--- src/rtl/wkt_btn_pkg.sv ---
// Shared types and helpers for the push-button debouncer slice.
package wkt_btn_pkg;

  // Per-channel debounce FSM states.
  typedef enum logic [1:0] {
    IDLE        = 2'd0,
    CHK_PRESS   = 2'd1,
    PRESSED     = 2'd2,
    CHK_RELEASE = 2'd3
  } btn_state_t;

  // Width of an event index for n channels; never narrower than one bit.
  function automatic int unsigned id_width(input int unsigned n);
    return (n <= 2) ? 1 : $clog2(n);
  endfunction

endpackage

--- src/rtl/wkt_buttons_if.sv ---
// Event handshake between the button block (master) and its consumer (slave).
interface wkt_buttons_if #(
  parameter int unsigned ID_W = 2
);
  logic            evt_valid;
  logic [ID_W-1:0] evt_id;
  logic            evt_long;
  logic            evt_ack;

  modport master (output evt_valid, output evt_id, output evt_long, input evt_ack);
  modport slave  (input evt_valid, input evt_id, input evt_long, output evt_ack);
endinterface

--- src/rtl/wkt_btn_channel.sv ---
// One button: 2-flop synchronizer, debounce FSM and counter, optional
// long-press counter (compiled in with WKT_BTN_LONGPRESS_EN).
module wkt_btn_channel
  import wkt_btn_pkg::*;
#(
  parameter int unsigned DEBOUNCE_CYCLES = 1000000
`ifdef WKT_BTN_LONGPRESS_EN
  ,
  parameter int unsigned LONG_CYCLES = 50000000
`endif
) (
  input  logic i_clk,
  input  logic i_reset_n,
  input  logic btn_raw,
  output logic level,
  output logic press_evt
`ifdef WKT_BTN_LONGPRESS_EN
  ,
  output logic long_evt
`endif
);

  localparam int unsigned CNT_W = $clog2(DEBOUNCE_CYCLES);
  localparam logic [CNT_W-1:0] CNT_MAX = CNT_W'(DEBOUNCE_CYCLES - 1);

  logic [1:0]       sync;
  logic [CNT_W-1:0] cnt;
  btn_state_t       state;

  // Synchronize the raw level and debounce it in both directions.
  always_ff @(posedge i_clk) begin
    if (!i_reset_n) begin
      sync      <= '0;
      cnt       <= '0;
      state     <= IDLE;
      level     <= 1'b0;
      press_evt <= 1'b0;
    end else begin
      sync      <= {sync[0], btn_raw};
      press_evt <= 1'b0;
      case (state)
        IDLE: begin
          if (sync[1]) begin
            state <= CHK_PRESS;
            cnt   <= '0;
          end
        end
        CHK_PRESS: begin
          if (!sync[1]) begin
            state <= IDLE;
          end else if (cnt == CNT_MAX) begin
            state     <= PRESSED;
            level     <= 1'b1;
            press_evt <= 1'b1;
          end else begin
            cnt <= cnt + 1'b1;
          end
        end
        PRESSED: begin
          if (!sync[1]) begin
            state <= CHK_RELEASE;
            cnt   <= '0;
          end
        end
        CHK_RELEASE: begin
          if (sync[1]) begin
            state <= PRESSED;
          end else if (cnt == CNT_MAX) begin
            state <= IDLE;
            level <= 1'b0;
          end else begin
            cnt <= cnt + 1'b1;
          end
        end
        default: state <= IDLE;
      endcase
    end
  end

`ifdef WKT_BTN_LONGPRESS_EN
  localparam int unsigned LCNT_W = $clog2(LONG_CYCLES);
  localparam logic [LCNT_W-1:0] LCNT_MAX = LCNT_W'(LONG_CYCLES - 1);

  logic [LCNT_W-1:0] lcnt;
  logic              long_done;

  // Time the hold in PRESSED; fire once per press, re-armed only back in IDLE
  // so a release bounce that returns to PRESSED cannot fire a second time.
  always_ff @(posedge i_clk) begin
    if (!i_reset_n) begin
      lcnt      <= '0;
      long_done <= 1'b0;
      long_evt  <= 1'b0;
    end else begin
      long_evt <= 1'b0;
      if (state == PRESSED) begin
        if (!long_done) begin
          if (lcnt == LCNT_MAX) begin
            long_evt  <= 1'b1;
            long_done <= 1'b1;
          end else begin
            lcnt <= lcnt + 1'b1;
          end
        end
      end else begin
        lcnt <= '0;
        if (state == IDLE) begin
          long_done <= 1'b0;
        end
      end
    end
  end
`endif

endmodule

--- src/rtl/wkt_buttons.sv ---
// NBTN debounced push buttons with a press-event queue of one flag per
// channel and event type, lowest-index-first arbitration and a valid/ack
// handshake. Long-press events exist only with WKT_BTN_LONGPRESS_EN defined.
module wkt_buttons
  import wkt_btn_pkg::*;
#(
  parameter int unsigned NBTN            = 4,
  parameter int unsigned DEBOUNCE_CYCLES = 1000000,
  parameter int unsigned LONG_CYCLES     = 50000000
) (
  input  logic            i_clk,
  input  logic            i_reset_n,
  input  logic [NBTN-1:0] i_btn,
  output logic [NBTN-1:0] o_btn,
  output logic            o_overrun,
  wkt_buttons_if.master   evt
);

  localparam int unsigned ID_W = id_width(NBTN);

  // Reject out-of-range configurations at elaboration.
  if (NBTN < 1 || NBTN > 8) begin : g_bad_nbtn
    $error("wkt_buttons: NBTN must be 1..8");
  end
  if (DEBOUNCE_CYCLES < 2 || DEBOUNCE_CYCLES > 24'hFFFFFF) begin : g_bad_deb
    $error("wkt_buttons: DEBOUNCE_CYCLES must be 2..2^24-1");
  end
  if (LONG_CYCLES < 2) begin : g_bad_long
    $error("wkt_buttons: LONG_CYCLES must be at least 2");
  end

  logic [NBTN-1:0] level;
  logic [NBTN-1:0] press_set, press_pend, press_clr, press_avail;
  logic            sel_valid;
  logic [ID_W-1:0] sel_id;
  logic            lost_c;
`ifdef WKT_BTN_LONGPRESS_EN
  logic [NBTN-1:0] long_set, long_pend, long_clr, long_avail;
  logic            sel_long;
`endif

  // One debounce channel per button.
  for (genvar g = 0; g < int'(NBTN); g++) begin : g_chan
    wkt_btn_channel #(
      .DEBOUNCE_CYCLES(DEBOUNCE_CYCLES)
`ifdef WKT_BTN_LONGPRESS_EN
      ,
      .LONG_CYCLES(LONG_CYCLES)
`endif
    ) u_chan (
      .i_clk     (i_clk),
      .i_reset_n (i_reset_n),
      .btn_raw   (i_btn[g]),
      .level     (level[g]),
      .press_evt (press_set[g])
`ifdef WKT_BTN_LONGPRESS_EN
      ,
      .long_evt  (long_set[g])
`endif
    );
  end

  // Clear the presented flag on ack, then pick the lowest pending channel,
  // press before long; the pick is what gets presented next cycle.
  always_comb begin
    press_clr = '0;
    sel_valid = 1'b0;
    sel_id    = '0;
`ifdef WKT_BTN_LONGPRESS_EN
    long_clr  = '0;
    sel_long  = 1'b0;
`endif
    for (int i = 0; i < int'(NBTN); i++) begin
      if (evt.evt_valid && evt.evt_ack && evt.evt_id == ID_W'(i)) begin
`ifdef WKT_BTN_LONGPRESS_EN
        if (evt.evt_long) long_clr[i] = 1'b1;
        else              press_clr[i] = 1'b1;
`else
        press_clr[i] = 1'b1;
`endif
      end
    end
    press_avail = press_pend & ~press_clr;
`ifdef WKT_BTN_LONGPRESS_EN
    long_avail  = long_pend & ~long_clr;
`endif
    for (int i = int'(NBTN) - 1; i >= 0; i--) begin
`ifdef WKT_BTN_LONGPRESS_EN
      if (long_avail[i]) begin
        sel_valid = 1'b1;
        sel_id    = ID_W'(i);
        sel_long  = 1'b1;
      end
`endif
      if (press_avail[i]) begin
        sel_valid = 1'b1;
        sel_id    = ID_W'(i);
`ifdef WKT_BTN_LONGPRESS_EN
        sel_long  = 1'b0;
`endif
      end
    end
    // A new event landing on a still-pending same-type flag is lost.
    lost_c = |(press_set & press_avail);
`ifdef WKT_BTN_LONGPRESS_EN
    lost_c = lost_c | (|(long_set & long_avail));
`endif
  end

`ifndef WKT_BTN_LONGPRESS_EN
  assign evt.evt_long = 1'b0;
`endif

  // Flag registers, sticky overrun and the presented-event registers.
  always_ff @(posedge i_clk) begin
    if (!i_reset_n) begin
      o_btn         <= '0;
      o_overrun     <= 1'b0;
      press_pend    <= '0;
      evt.evt_valid <= 1'b0;
      evt.evt_id    <= '0;
`ifdef WKT_BTN_LONGPRESS_EN
      long_pend     <= '0;
      evt.evt_long  <= 1'b0;
`endif
    end else begin
      o_btn      <= level;
      o_overrun  <= o_overrun | lost_c;
      press_pend <= press_avail | press_set;
`ifdef WKT_BTN_LONGPRESS_EN
      long_pend  <= long_avail | long_set;
`endif
      if (!evt.evt_valid || evt.evt_ack) begin
        evt.evt_valid <= sel_valid;
        evt.evt_id    <= sel_id;
`ifdef WKT_BTN_LONGPRESS_EN
        evt.evt_long  <= sel_long;
`endif
      end
    end
  end

endmodule

--- src/flat_wrapper.sv ---
// flat-port wrapper written by rule: the top's interface ports become plain ports
module wkt_buttons_flat import wkt_btn_pkg::*;
#(
  parameter int unsigned NBTN            = 4,
  parameter int unsigned DEBOUNCE_CYCLES = 1000000,
  parameter int unsigned LONG_CYCLES     = 50000000
)
  (i_clk, i_reset_n, i_btn, o_btn, o_overrun, evt_evt_valid, evt_evt_id, evt_evt_long, evt_evt_ack);
  wkt_buttons_if evt_i ();
  input  logic i_clk;
  input  logic i_reset_n;
  input  logic [NBTN-1:0] i_btn;
  output logic [NBTN-1:0] o_btn;
  output logic o_overrun;
  output wire logic [$bits(evt_i.evt_valid)-1:0] evt_evt_valid;
  output wire logic [$bits(evt_i.evt_id)-1:0] evt_evt_id;
  output wire logic [$bits(evt_i.evt_long)-1:0] evt_evt_long;
  input wire logic [$bits(evt_i.evt_ack)-1:0] evt_evt_ack;
  assign evt_evt_valid = evt_i.evt_valid;
  assign evt_evt_id = evt_i.evt_id;
  assign evt_evt_long = evt_i.evt_long;
  assign evt_i.evt_ack = evt_evt_ack;
  wkt_buttons #(.NBTN(NBTN), .DEBOUNCE_CYCLES(DEBOUNCE_CYCLES), .LONG_CYCLES(LONG_CYCLES)) u_core (.i_clk(i_clk), .i_reset_n(i_reset_n), .i_btn(i_btn), .o_btn(o_btn), .o_overrun(o_overrun), .evt(evt_i));
endmodule
--- config.mk ---
export PLATFORM = sky130hd
export DESIGN_NAME = wkt_buttons_flat
export DESIGN_NICKNAME = d
export VERILOG_FILES = /design/src/rtl/wkt_btn_pkg.sv /design/src/rtl/wkt_buttons_if.sv /design/src/rtl/wkt_btn_channel.sv /design/src/rtl/wkt_buttons.sv /design/src/flat_wrapper.sv
export SDC_FILE = /design/constraint.sdc
export NUM_CORES = 1
export LEC_CHECK = 0
export ABC_AREA = 1
export BUFFER_PORTS_ARGS = -buffer_cell sky130_fd_sc_hd__clkbuf_2
export CAP_MARGIN = 10
export CORE_AREA = 2 2 137 139
export CTS_BUF_LIST = sky130_fd_sc_hd__clkbuf_8
export DETAILED_ROUTE_END_ITERATION = 12
export DIE_AREA = 0 0 139 141
export SYNTH_ARGS = -nofsm -noshare
export SYNTH_HDL_FRONTEND = slang
export SYNTH_SLANG_ARGS = --single-unit
--- constraint.sdc ---
create_clock -name i_clk -period 1.6 [get_ports i_clk]
set_input_delay 0.08 -clock i_clk [delete_from_list [all_inputs] [get_ports i_clk]]
set_output_delay 0.08 -clock i_clk [all_outputs]
set_load 0.01 [all_outputs]
==> impl_metrics.csv, run 1 <==
group,metric,value,unit
yosys,synth_compound_area_share,9.29,%
yosys,synth_ff_type,"dfxtp_1",
final_layout,area_growth,22.6,%
worst_hold_path,worstHoldEndpoint,"u_core.press_pend[3]",
final_layout,drive_above_1_share,18.6,%
grt,globalRouteMet2Util,29.4,%
floorplan,dieArea,0.0196,mm^2
critical_path,worstPathRequired,1990,ps
routing,drtIter0Drc,445,
critical_path,r2r-end,"u_core.g_chan[3].u_chan.cnt[12]",
power,internal_power,4.68,mW
power,p_sw_share,22.9,%
cts,clock_path_buffers,2,
yosys,muxShareOfSynthArea,0,%
placed_design,hpwl,12000,um
yosys,yosysSeqAreaShare,35.2,%
floorplan,dieWidth,139,um
sta,hold_viol_final,0,
final_layout,multi_input_area,0.00382,mm^2
final_layout,final_common_cell,"nand2_1",
sta,fin_crit_sh,97.0,%
critical_path,critical_path_class,"reg -> reg",
sta,drv_slew,0,
placed_design,place_area,0.00728,mm^2
yosys,yosysTopAreaCellShare,35.2,%
yosys,mappedNetlistArea,0.00660,mm^2
yosys,async_reset_ff_share,0,%
cts,cts_tree,"yes",
yosys,synth_area_leaders,"dfxtp_1 (35%), nand2_1 (18%), nor2_1 (11%)",
yosys,synth_area_leader_cell,"dfxtp_1",
status,status,"complete, no violations",
yosys,synth_edf_count,0,
yosys,synth_nets,1073,
yosys,synth_fa_ha_area_share,0.759,%
routing,vias_per_cell,4.75,
routing,post-route-drc-count,0,
worst_hold_path,hold_path.class,"in -> reg",
sta,setup_viol,0,
grt,grt_antenna_before_repair,0,
grt,grtUsageTotal,17.6,%
routing,totalWireLength,16700,um
yosys,synth_xor_area_share,2.26,%
sta,whs,93.7,ps
power,seqPwrFrac,47.9,%
floorplan,ios,16,
critical_path,crit_path_start_kind,"register",
placed_design,place_congestion,0.915,
grt,met1_usage,22.5,%
critical_path,critical_path_arrival,1940,ps
cts,clock-root-buffer,"clkbuf_8",
grt,use_met3,3.53,%
final_layout,design_area,0.00809,mm^2
grt,grt.busiest_layer,"met2",
grt,grt-ovfl-total,0,
yosys,ys_warn_count,0,
cts,clk_pin_slew_worst_paths,70,ps
final_layout,layout_common_cells,"nand2_1 (307), nor2_1 (175), inv_1 (124)",
power,peakVddDrop,0.000531,V
routing,vias,6614,
critical_path,rrSetupSlack,50,ps
worst_hold_path,hold_path_depth,3,
final_layout,regArea,0.00236,mm^2
sta,clock.fmax,0.645,GHz
critical_path,cp-end-kind,"register",
floorplan,start_util,36.1,%
sta,finClkSkew,10.6,ps
yosys,syn_avg_cell_area,6.21,um^2
yosys,synth-simple-area-share,42.4,%
worst_hold_path,hold_start,"i_reset_n",
power,clockPowerShare,48.2,%
critical_path,cp_max_fo,8,
grt,grt_start_max_net_pins,26,
cts,clock_latency,450,ps
floorplan,coreArea,0.0183,mm^2
routing,routedWlPerCell,12.0,um
grt,grt_pass1_vias,6116,
final_layout,num-fill-cells,1912,
sta,rsz0062_at_grt,"true",
final_layout,fin_nets,1157,
floorplan,die_h,141,um
floorplan,rows,50,
placed_design,numPortBuffers,14,
cts,cts_sinks,116,
run,maxCapViolCount,0,
yosys,postSynthCellCount,1062,
power,p_switching,1.39,mW
power,p_leak,3.16,nW
critical_path,r2r-start,"u_core.g_chan[3].u_chan.cnt[0]",
final_layout,antenna_cells,0,
routing,dr.pass1.iters,7,
routing,ant_nets,0,
cts,numCtsBuffers,17,
power,powerDensity,750,mW/mm^2
grt,grt_pass1_wl,28400,um
yosys,synth-seq-cells,116,
yosys,ys_types,37,
yosys,synth_top_family_by_area,"simple AND/OR/NAND/NOR gates",
power,p_comb_share,4.0,%
sta,finalCriticalPeriod,1550,ps
cts,htree_num_levels,4,
critical_path,reg2regPathDepth,10,
logic make-up (layout without fill, tap and decap cells):
logic type | count (synthesis) | after routing
compound gates | 112 | 112
simple gates | 655 | 655
flops | 116 | 116
xor+xnor | 17 | 17
other cells | 1 | 1
fa+ha+maj | 4 | 4
buf+inv | 157 | 254
synth_stat cells (6+ instances only):
library cell and instances:
inv_2 6, nand3_1 78, nor3_1 13, o21ai_0 43
nand4_1 29, buf_4 6, nor2_1 189, xnor2_1 6
a21oi_1 51, nand2_2 14, a21oi_2 9, inv_1 125
nand2_1 310, clkbuf_1 10, dfxtp_1 116, xor2_1 11
cell type report:
type | instances | share of cell area, %
Clock buffer | 18 | 3.06
Inverter | 131 | 6.19
Sequential cell | 116 | 29.1
Multi-Input combinational cell | 789 | 47.2
Clock inverter | 14 | 2.10
Timing Repair Buffer | 91 | 8.69
Tap cell | 234 | 3.62
registers in the layout, indices dropped and copies added, names as in the netlist, named ones only:
| signal | cells |
|---|---|
| u_core.evt.evt_id | 2 |
| u_core.g_chan.u_chan.cnt | 80 |
| u_core.g_chan.u_chan.press_evt | 4 |
| u_core.evt.evt_valid | 1 |
| u_core.g_chan.u_chan.sync | 8 |
| u_core.g_chan.u_chan.state | 4 |
| u_core.g_chan.u_chan.level | 4 |
| u_core.press_pend | 4 |
| u_core.o_overrun | 1 |
| u_core.o_btn | 4 |
power by group through the flow:
stage               Combinational, mW  Clock, mW  Sequential, mW
floorplan                       0.147          0            2.97
global placement                0.217          0            2.97
detailed placement              0.216          0            2.97
CTS                             0.232       3.01            2.91
global route                    0.268       3.14            2.90
finish                          0.241       2.92            2.91
worst max-delay path by stage:
stage               slack [ps]                           start                               to  depth (start not counted)
floorplan                   60  u_core.g_chan[0].u_chan.cnt[0]  u_core.g_chan[0].u_chan.cnt[12]                          8
global placement           -70  u_core.g_chan[3].u_chan.cnt[0]  u_core.g_chan[3].u_chan.cnt[19]                          8
detailed placement        -100  u_core.g_chan[3].u_chan.cnt[0]  u_core.g_chan[3].u_chan.cnt[13]                          8
CTS                          5  u_core.g_chan[0].u_chan.cnt[0]    u_core.g_chan[0].u_chan.level                          7
global route               -50  u_core.g_chan[3].u_chan.cnt[0]   u_core.g_chan[3].u_chan.cnt[9]                          9
finish                      50  u_core.g_chan[3].u_chan.cnt[0]  u_core.g_chan[3].u_chan.cnt[12]                         10
per-layer routing:
metal  vias to the layer above  share of wire [%]  wire length [um]
li1                       3523                  -                 -
met1                      2934                 48              8090
met2                       130                 46              7620
met3                        27                4.3               719
met4                         0                1.7               285
met5                         -                  0                 0
repair_timing:
| action | 4_1_cts | 5_1_grt |
|---|---|---|
| setup endpoints to repair | 24 | 80 |
| hold buffers | 5 | 0 |
| gates resized for setup | 10 | 82 |
| hold endpoints to repair | 6 | 0 |
| pin swaps | 4 | 16 |
| setup buffers | 3 | 6 |
critical path, stage by stage, from the launching register on:
cell	delay, ps
dfxtp_4	360
ha_4	150
nand3_4	90
buf_6	140
nor3_4	110
nand3_2	110
nand2_4	110
clkinvlp_4	180
nor2_1	130
nor2_1	50
nor2_1	70
through the flow:
| stage | setup WS (ps) | util (%) | total power, mW | TNS, ps | instances |
|---|---|---|---|---|---|
| after floorplan | 63.8 | - | 3.12 | 0 | 1062 |
| after global placement | -71.5 | 39.9 | 3.19 | -315 | 1348 |
| after detailed placement | -103 | 39.9 | 3.19 | -688 | 1348 |
| after CTS | 4.57 | 42.8 | 6.15 | 0 | 1388 |
| after global routing | -54.3 | 44.3 | 6.31 | -462 | 1393 |
| final | 48.6 | 44.3 | 6.07 | 0 | 1393 |
Power figures use the tool's default switching activity.
==> run 2, diff against run 1 <==
--- a/config.mk
+++ b/config.mk
@@ -8,10 +8,11 @@
 export ABC_AREA = 1
 export BUFFER_PORTS_ARGS = -buffer_cell sky130_fd_sc_hd__clkbuf_2
 export CAP_MARGIN = 10
-export CORE_AREA = 2 2 137 139
+export CORE_AREA = 2 2 140 142
 export CTS_BUF_LIST = sky130_fd_sc_hd__clkbuf_8
 export DETAILED_ROUTE_END_ITERATION = 12
-export DIE_AREA = 0 0 139 141
+export DIE_AREA = 0 0 142 144
 export SYNTH_ARGS = -nofsm -noshare
 export SYNTH_HDL_FRONTEND = slang
+export SYNTH_HIERARCHICAL = 1
 export SYNTH_SLANG_ARGS = --single-unit
==> impl_metrics.csv, run 2 <==
group,metric,value,unit
yosys,synth.most_common_cell,"nand2_1",
routing,drtIter0Drc,435,
floorplan,dieArea,0.0204,mm^2
yosys,synth_fa_ha_area_share,0.729,%
critical_path,critical_path_arrival,1900,ps
critical_path,critPathTopFamily,"simple AND/OR/NAND/NOR gates",
yosys,synth_xor_area_share,2.04,%
final_layout,antenna_cells,0,
placed_design,place_congestion,0.847,
cts,numCtsBuffers,17,
critical_path,worst_path_most_repeated_cell,"nand3_4",
yosys,mappedNetlistArea,0.00687,mm^2
worst_hold_path,hold_path.class,"in -> reg",
routing,dr.pass1.iters,5,
yosys,synth-simple-area-share,44.2,%
critical_path,cp-end-kind,"register",
sta,rsz0062_at_grt,"true",
sta,clock.fmax,0.648,GHz
final_layout,top_register,"u_core/g_chan.u_chan/cnt",
sta,finalCriticalPeriod,1540,ps
sta,hold_viol_final,0,
routing,post-route-drc-count,0,
floorplan,ios,16,
final_layout,largestRegisters,"u_core/g_chan.u_chan/cnt: 80 flops, u_core/g_chan.u_chan/sync: 8 flops",
critical_path,crit_path_start_kind,"register",
yosys,yosysTopAreaCellShare,33.8,%
final_layout,num-fill-cells,1984,
yosys,synth-seq-cells,116,
yosys,synth_area_leader_cell,"dfxtp_1",
routing,ant_nets,0,
grt,grt_pass1_wl,27100,um
critical_path,crit_chain,"ha_2, nand3_4, nor2_4, nand3_4, nand2_4, buf_4, nand2_1, a21oi_1",
critical_path,cp_max_fo,7,
cts,htree_num_levels,4,
power,powerDensity,696,mW/mm^2
yosys,synth_top_family_by_area,"simple AND/OR/NAND/NOR gates",
critical_path,cp_num_buf_inv,1,
cts,clock_latency,430,ps
power,p_leak,3.50,nW
floorplan,rows,51,
sta,whs,167,ps
floorplan,die_h,144,um
final_layout,layout_common_cells,"nand2_1 (302), nor2_1 (178), inv_1 (136)",
yosys,async_reset_ff_share,0,%
critical_path,worstPathRequired,1960,ps
sta,final.setup.worst_slack,56.3,ps
sta,drv_slew,0,
yosys,postSynthCellCount,1072,
yosys,synth_edf_count,0,
yosys,yosysSeqAreaShare,33.8,%
grt,grt_start_max_net_pins,17,
cts,cts_tree,"yes",
final_layout,drive_above_1_share,21.5,%
placed_design,hpwl,11500,um
yosys,ys_top_cells_by_count,"nand2_1 (305), nor2_1 (186), inv_1 (135), dfxtp_1 (116), nand3_1 (78)",
critical_path,cpPeakStageDelay,340,ps
placed_design,place_area,0.00750,mm^2
routing,vias,6645,
critical_path,rrSetupSlack,60,ps
routing,routedWlPerCell,11.4,um
grt,grt_antenna_before_repair,0,
placed_design,pre_cts_ws,-19.6,ps
critical_path,critical_path_class,"reg -> reg",
floorplan,dieWidth,142,um
cts,clock_path_buffers,2,
power,peakVddDrop,0.000398,V
grt,grt_pass1_vias,5998,
floorplan,start_util,36.0,%
yosys,synth_ff_type,"dfxtp_1",
run,maxCapViolCount,0,
cts,cts_sinks,116,
final_layout,final_common_cell,"nand2_1",
yosys,synth_nets,1083,
grt,grtUsageTotal,16.0,%
floorplan,coreArea,0.0191,mm^2
critical_path,worst_path_max_delay_cell,"dfxtp_1",
yosys,synth_compound_area_share,8.18,%
grt,grt-ovfl-total,0,
sta,setup_viol,0,
placed_design,numPortBuffers,14,
final_layout,fin_nets,1181,
cts,clk_pin_slew_worst_paths,60,ps
final_layout,design_area,0.00835,mm^2
sta,finClkSkew,10.7,ps
yosys,syn_avg_cell_area,6.40,um^2
final_layout,largest_reg_flops,80,
routing,vias_per_cell,4.69,
final_layout,area_growth,21.6,%
sta,fin_crit_sh,96.5,%
yosys,ys_warn_count,6,
cts,clock-root-buffer,"clkbuf_8",
yosys,synth_area_leaders,"dfxtp_1 (34%), nand2_1 (17%), nor2_1 (10%)",
yosys,muxShareOfSynthArea,0,%
status,status,"complete, no violations",
yosys,ys_types,31,
routing,totalWireLength,16200,um
-- run 2: power breakdown --
part / switching [mW] / leakage [nW] / internal [mW]
combinational: 0.181 / 2.35 / 0.0918
clock: 1.14 / 0.207 / 1.50
sequential: 0.00654 / 0.943 / 2.90
-- run 2: area by class of cell --
| class | instances | area [um^2] | share of cell area (%) |
|---|---|---|---|
| Timing Repair Buffer | 99 | 812 | 9.73 |
| Clock inverter | 8 | 86.3 | 1.03 |
| Tap cell | 238 | 298 | 3.57 |
| Sequential cell | 116 | 2340 | 28.0 |
| Clock buffer | 21 | 289 | 3.46 |
| Multi-Input combinational cell | 788 | 3970 | 47.5 |
| Inverter | 148 | 558 | 6.68 |
-- run 2: worst paths after layout --
check                                    endpoint                            start  depth (start not counted)
setup / recovery   u_core/g_chan[0].u_chan/cnt[0]   u_core/g_chan[0].u_chan/cnt[0]                          8
hold / removal     u_core/g_chan[1].u_chan/cnt[6]                        i_reset_n                          3
setup reg to reg   u_core/g_chan[0].u_chan/cnt[0]   u_core/g_chan[0].u_chan/cnt[0]                          8
hold reg to reg   u_core/g_chan[0].u_chan/sync[1]  u_core/g_chan[0].u_chan/sync[0]                          2
-- run 2: worst reg2reg max path, delay by kind of cell (launching register included) --
family | cells | cell delay [ps]
AOI/OAI and AO/OA | 1 | 140
and+or+nand+nor | 5 | 620
adders and majority gates | 1 | 220
buffers and inverters | 1 | 150
DFF | 1 | 340
-- run 2: cell families (layout without fill, tap and decap cells) --
kind of cell | after synthesis | after routing
xor+xnor | 16 | 16
other cells | 1 | 1
flops | 116 | 116
simple gates | 677 | 678
fa+ha+maj | 4 | 4
buf+inv | 169 | 276
compound gates | 89 | 89
-- run 2: repair_timing --
action                                 in CTS  in global routing
gates resized for setup                     2                 63
buffers inserted                            0                 19
gates cloned                                0                  3
setup endpoints to repair                   2                 72
endpoints found under the hold margin       6                  0
pin swaps                                   0                 15
hold buffers                                5                  0
-- run 2: routing by layer --
metal / vias up / part of all wire (%) / GRT usage [%] / wire length (um)
met4: 0 / 1.3 / 5.16 / 215
li1: 3553 / - / - / -
met1: 2973 / 50 / 21.0 / 8100
met3: 19 / 3.1 / 3.05 / 501
met2: 100 / 45 / 26.5 / 7350
met5: - / 0 / 0 / 0
-- run 2: per-stage QoR --
step	util [%]	std cells	total power [mW]	TNS [ps]
global placement	39.3	1362	3.21	-17.6
floorplan	-	1072	3.14	0
global route	43.8	1418	6.04	-334
CTS	41.6	1396	5.89	0
detailed placement	39.3	1362	3.21	-19.6
finish	43.8	1418	5.81	0
==> run 3, diff against run 2 <==
--- a/config.mk
+++ b/config.mk
@@ -12,6 +12,7 @@
 export CTS_BUF_LIST = sky130_fd_sc_hd__clkbuf_8
 export DETAILED_ROUTE_END_ITERATION = 12
 export DIE_AREA = 0 0 142 144
+export RECOVER_POWER = 100
 export SYNTH_ARGS = -nofsm -noshare
 export SYNTH_HDL_FRONTEND = slang
 export SYNTH_HIERARCHICAL = 1
==> impl_metrics.csv, run 3 (synthesized netlist as in run 2, its figures left out) <==
group,metric,value,unit
status,status,"complete, no violations",
final_layout,fin_cells,1418,
grt,grt_antenna_before_repair,0,
routing,drtIter0Drc,432,
floorplan,dieArea,0.0204,mm^2
grt,grtUsageTotal,16.0,%
floorplan,ios,16,
routing,vias_per_cell,4.68,
critical_path,rrSetupSlack,60,ps
sta,max-slew-margin-rel,36.1,%
cts,clk_pin_slew_worst_paths,60,ps
final_layout,final_common_cell,"nand2_1",
final_layout,drive_above_1_share,20.4,%
run,maxCapViolCount,0,
critical_path,critical_path_class,"reg -> reg",
sta,finalCriticalPeriod,1540,ps
final_layout,layout_common_cells,"nand2_1 (302), nor2_1 (178), inv_1 (136)",
routing,routedWlPerCell,11.4,um
placed_design,place_congestion,0.847,
final_layout,fin_nets,1181,
sta,drv_slew,0,
critical_path,crit_path_start_kind,"register",
power,p_comb_share,4.6,%
cts,htree_num_levels,4,
final_layout,antenna_cells,0,
cts,numCtsBuffers,17,
floorplan,coreArea,0.0191,mm^2
placed_design,hpwl,11500,um
cts,clock-root-buffer,"clkbuf_8",
grt,grt_start_max_net_pins,17,
critical_path,worstPathRequired,1960,ps
floorplan,rows,51,
power,p_leak,3.45,nW
final_layout,area_growth,21.2,%
routing,post-route-drc-count,0,
sta,rsz0062_at_grt,"true",
power,clockPowerShare,45.3,%
sta,hold_viol_final,0,
routing,vias,6636,
placed_design,pre_cts_ws,-19.6,ps
sta,clock.fmax,0.647,GHz
power,powerDensity,698,mW/mm^2
sta,fin_crit_sh,96.5,%
power,seqPwrFrac,50.0,%
power,peakVddDrop,0.000398,V
critical_path,critical_path_arrival,1900,ps
power,p_switching,1.32,mW
final_layout,design_area,0.00832,mm^2
routing,dr.pass1.iters,5,
placed_design,numPortBuffers,14,
final_layout,largestRegisters,"u_core/g_chan.u_chan/cnt: 80 flops, u_core/g_chan.u_chan/sync: 8 flops",
grt,grt_pass1_vias,5998,
grt,grt_pass1_wl,27100,um
sta,setup_viol,0,
floorplan,die_h,144,um
sta,whs,301,ps
cts,cts_tree,"yes",
cts,cts_sinks,116,
floorplan,start_util,36.0,%
critical_path,cp_max_fo,7,
placed_design,placed_cells,1362,
final_layout,largest_reg_flops,80,
critical_path,cp-end-kind,"register",
routing,totalWireLength,16200,um
placed_design,place_area,0.00750,mm^2
sta,final.setup.worst_slack,55.2,ps
routing,ant_nets,0,
final_layout,top_register,"u_core/g_chan.u_chan/cnt",
worst_hold_path,hold_path.class,"in -> reg",
cts,clock_path_buffers,2,
power,internal_power,4.49,mW
sta,tightestPinTransition,958,ps
grt,grt-ovfl-total,0,
cts,clock_latency,430,ps
power,p_sw_share,22.8,%
floorplan,dieWidth,142,um
sta,finClkSkew,11.6,ps
[run 3: per-stage QoR]
stage	util [%]	TNS (ps)	power [mW]
floorplan	-	0	3.14
finish	43.6	0	5.81
detailed placement	39.3	-19.6	3.21
global placement	39.3	-17.6	3.21
CTS	41.6	0	5.89
global route	43.6	-412	6.04
[run 3: timing repair]
item / CTS / global route
setup buffers: 0 / 19
endpoints found under the setup margin: 2 / 72
cloned: 0 / 3
resized for setup: 2 / 63
endpoints found under the hold margin: 6 / 0
pin swaps: 0 / 15
hold buffers: 5 / 0
[run 3: worst paths after layout]
path,startpoint,to,cells after the start
worst max-delay path,u_core/g_chan[0].u_chan/cnt[0],u_core/g_chan[0].u_chan/cnt[0],8
worst min-delay path,i_reset_n,u_core/g_chan[1].u_chan/cnt[6],3
worst max register to register,u_core/g_chan[0].u_chan/cnt[0],u_core/g_chan[0].u_chan/cnt[0],8
worst min register to register,u_core/g_chan[0].u_chan/sync[0],u_core/g_chan[0].u_chan/sync[1],2
[run 3: layout make-up]
cell class	count	area [um^2]
clock buffer	21	289
clock inverter	8	86.3
fill	1987	10800
inverter	148	558
multi-input combinational	788	3970
sequential	116	2340
tap	238	298
timing repair buffer	99	786
[run 3: per-layer routing]
metal	vias to the layer above	track usage, %	share of wire, %
met5	-	0	0
met2	100	26.5	45
li1	3552	-	-
met4	0	5.16	1.4
met1	2965	21.0	50
met3	19	3.05	3.0
[run 3: power groups by stage]
stage               Sequential [mW]  Clock, mW  Combinational (mW)
finish                         2.91       2.63               0.268
global route                   2.91       2.84               0.296
CTS                            2.91       2.73               0.252
detailed placement             2.97          0               0.240
global placement               2.97          0               0.238
floorplan                      2.97          0               0.163
[run 3: worst max-delay path: stages, from the launching register on]
cell and delay (ps):
dfxtp_1 340, ha_2 220, nand3_4 100, nor2_4 190
nand3_4 140, nand2_4 140, buf_4 150, nand2_1 50
a21oi_1 140
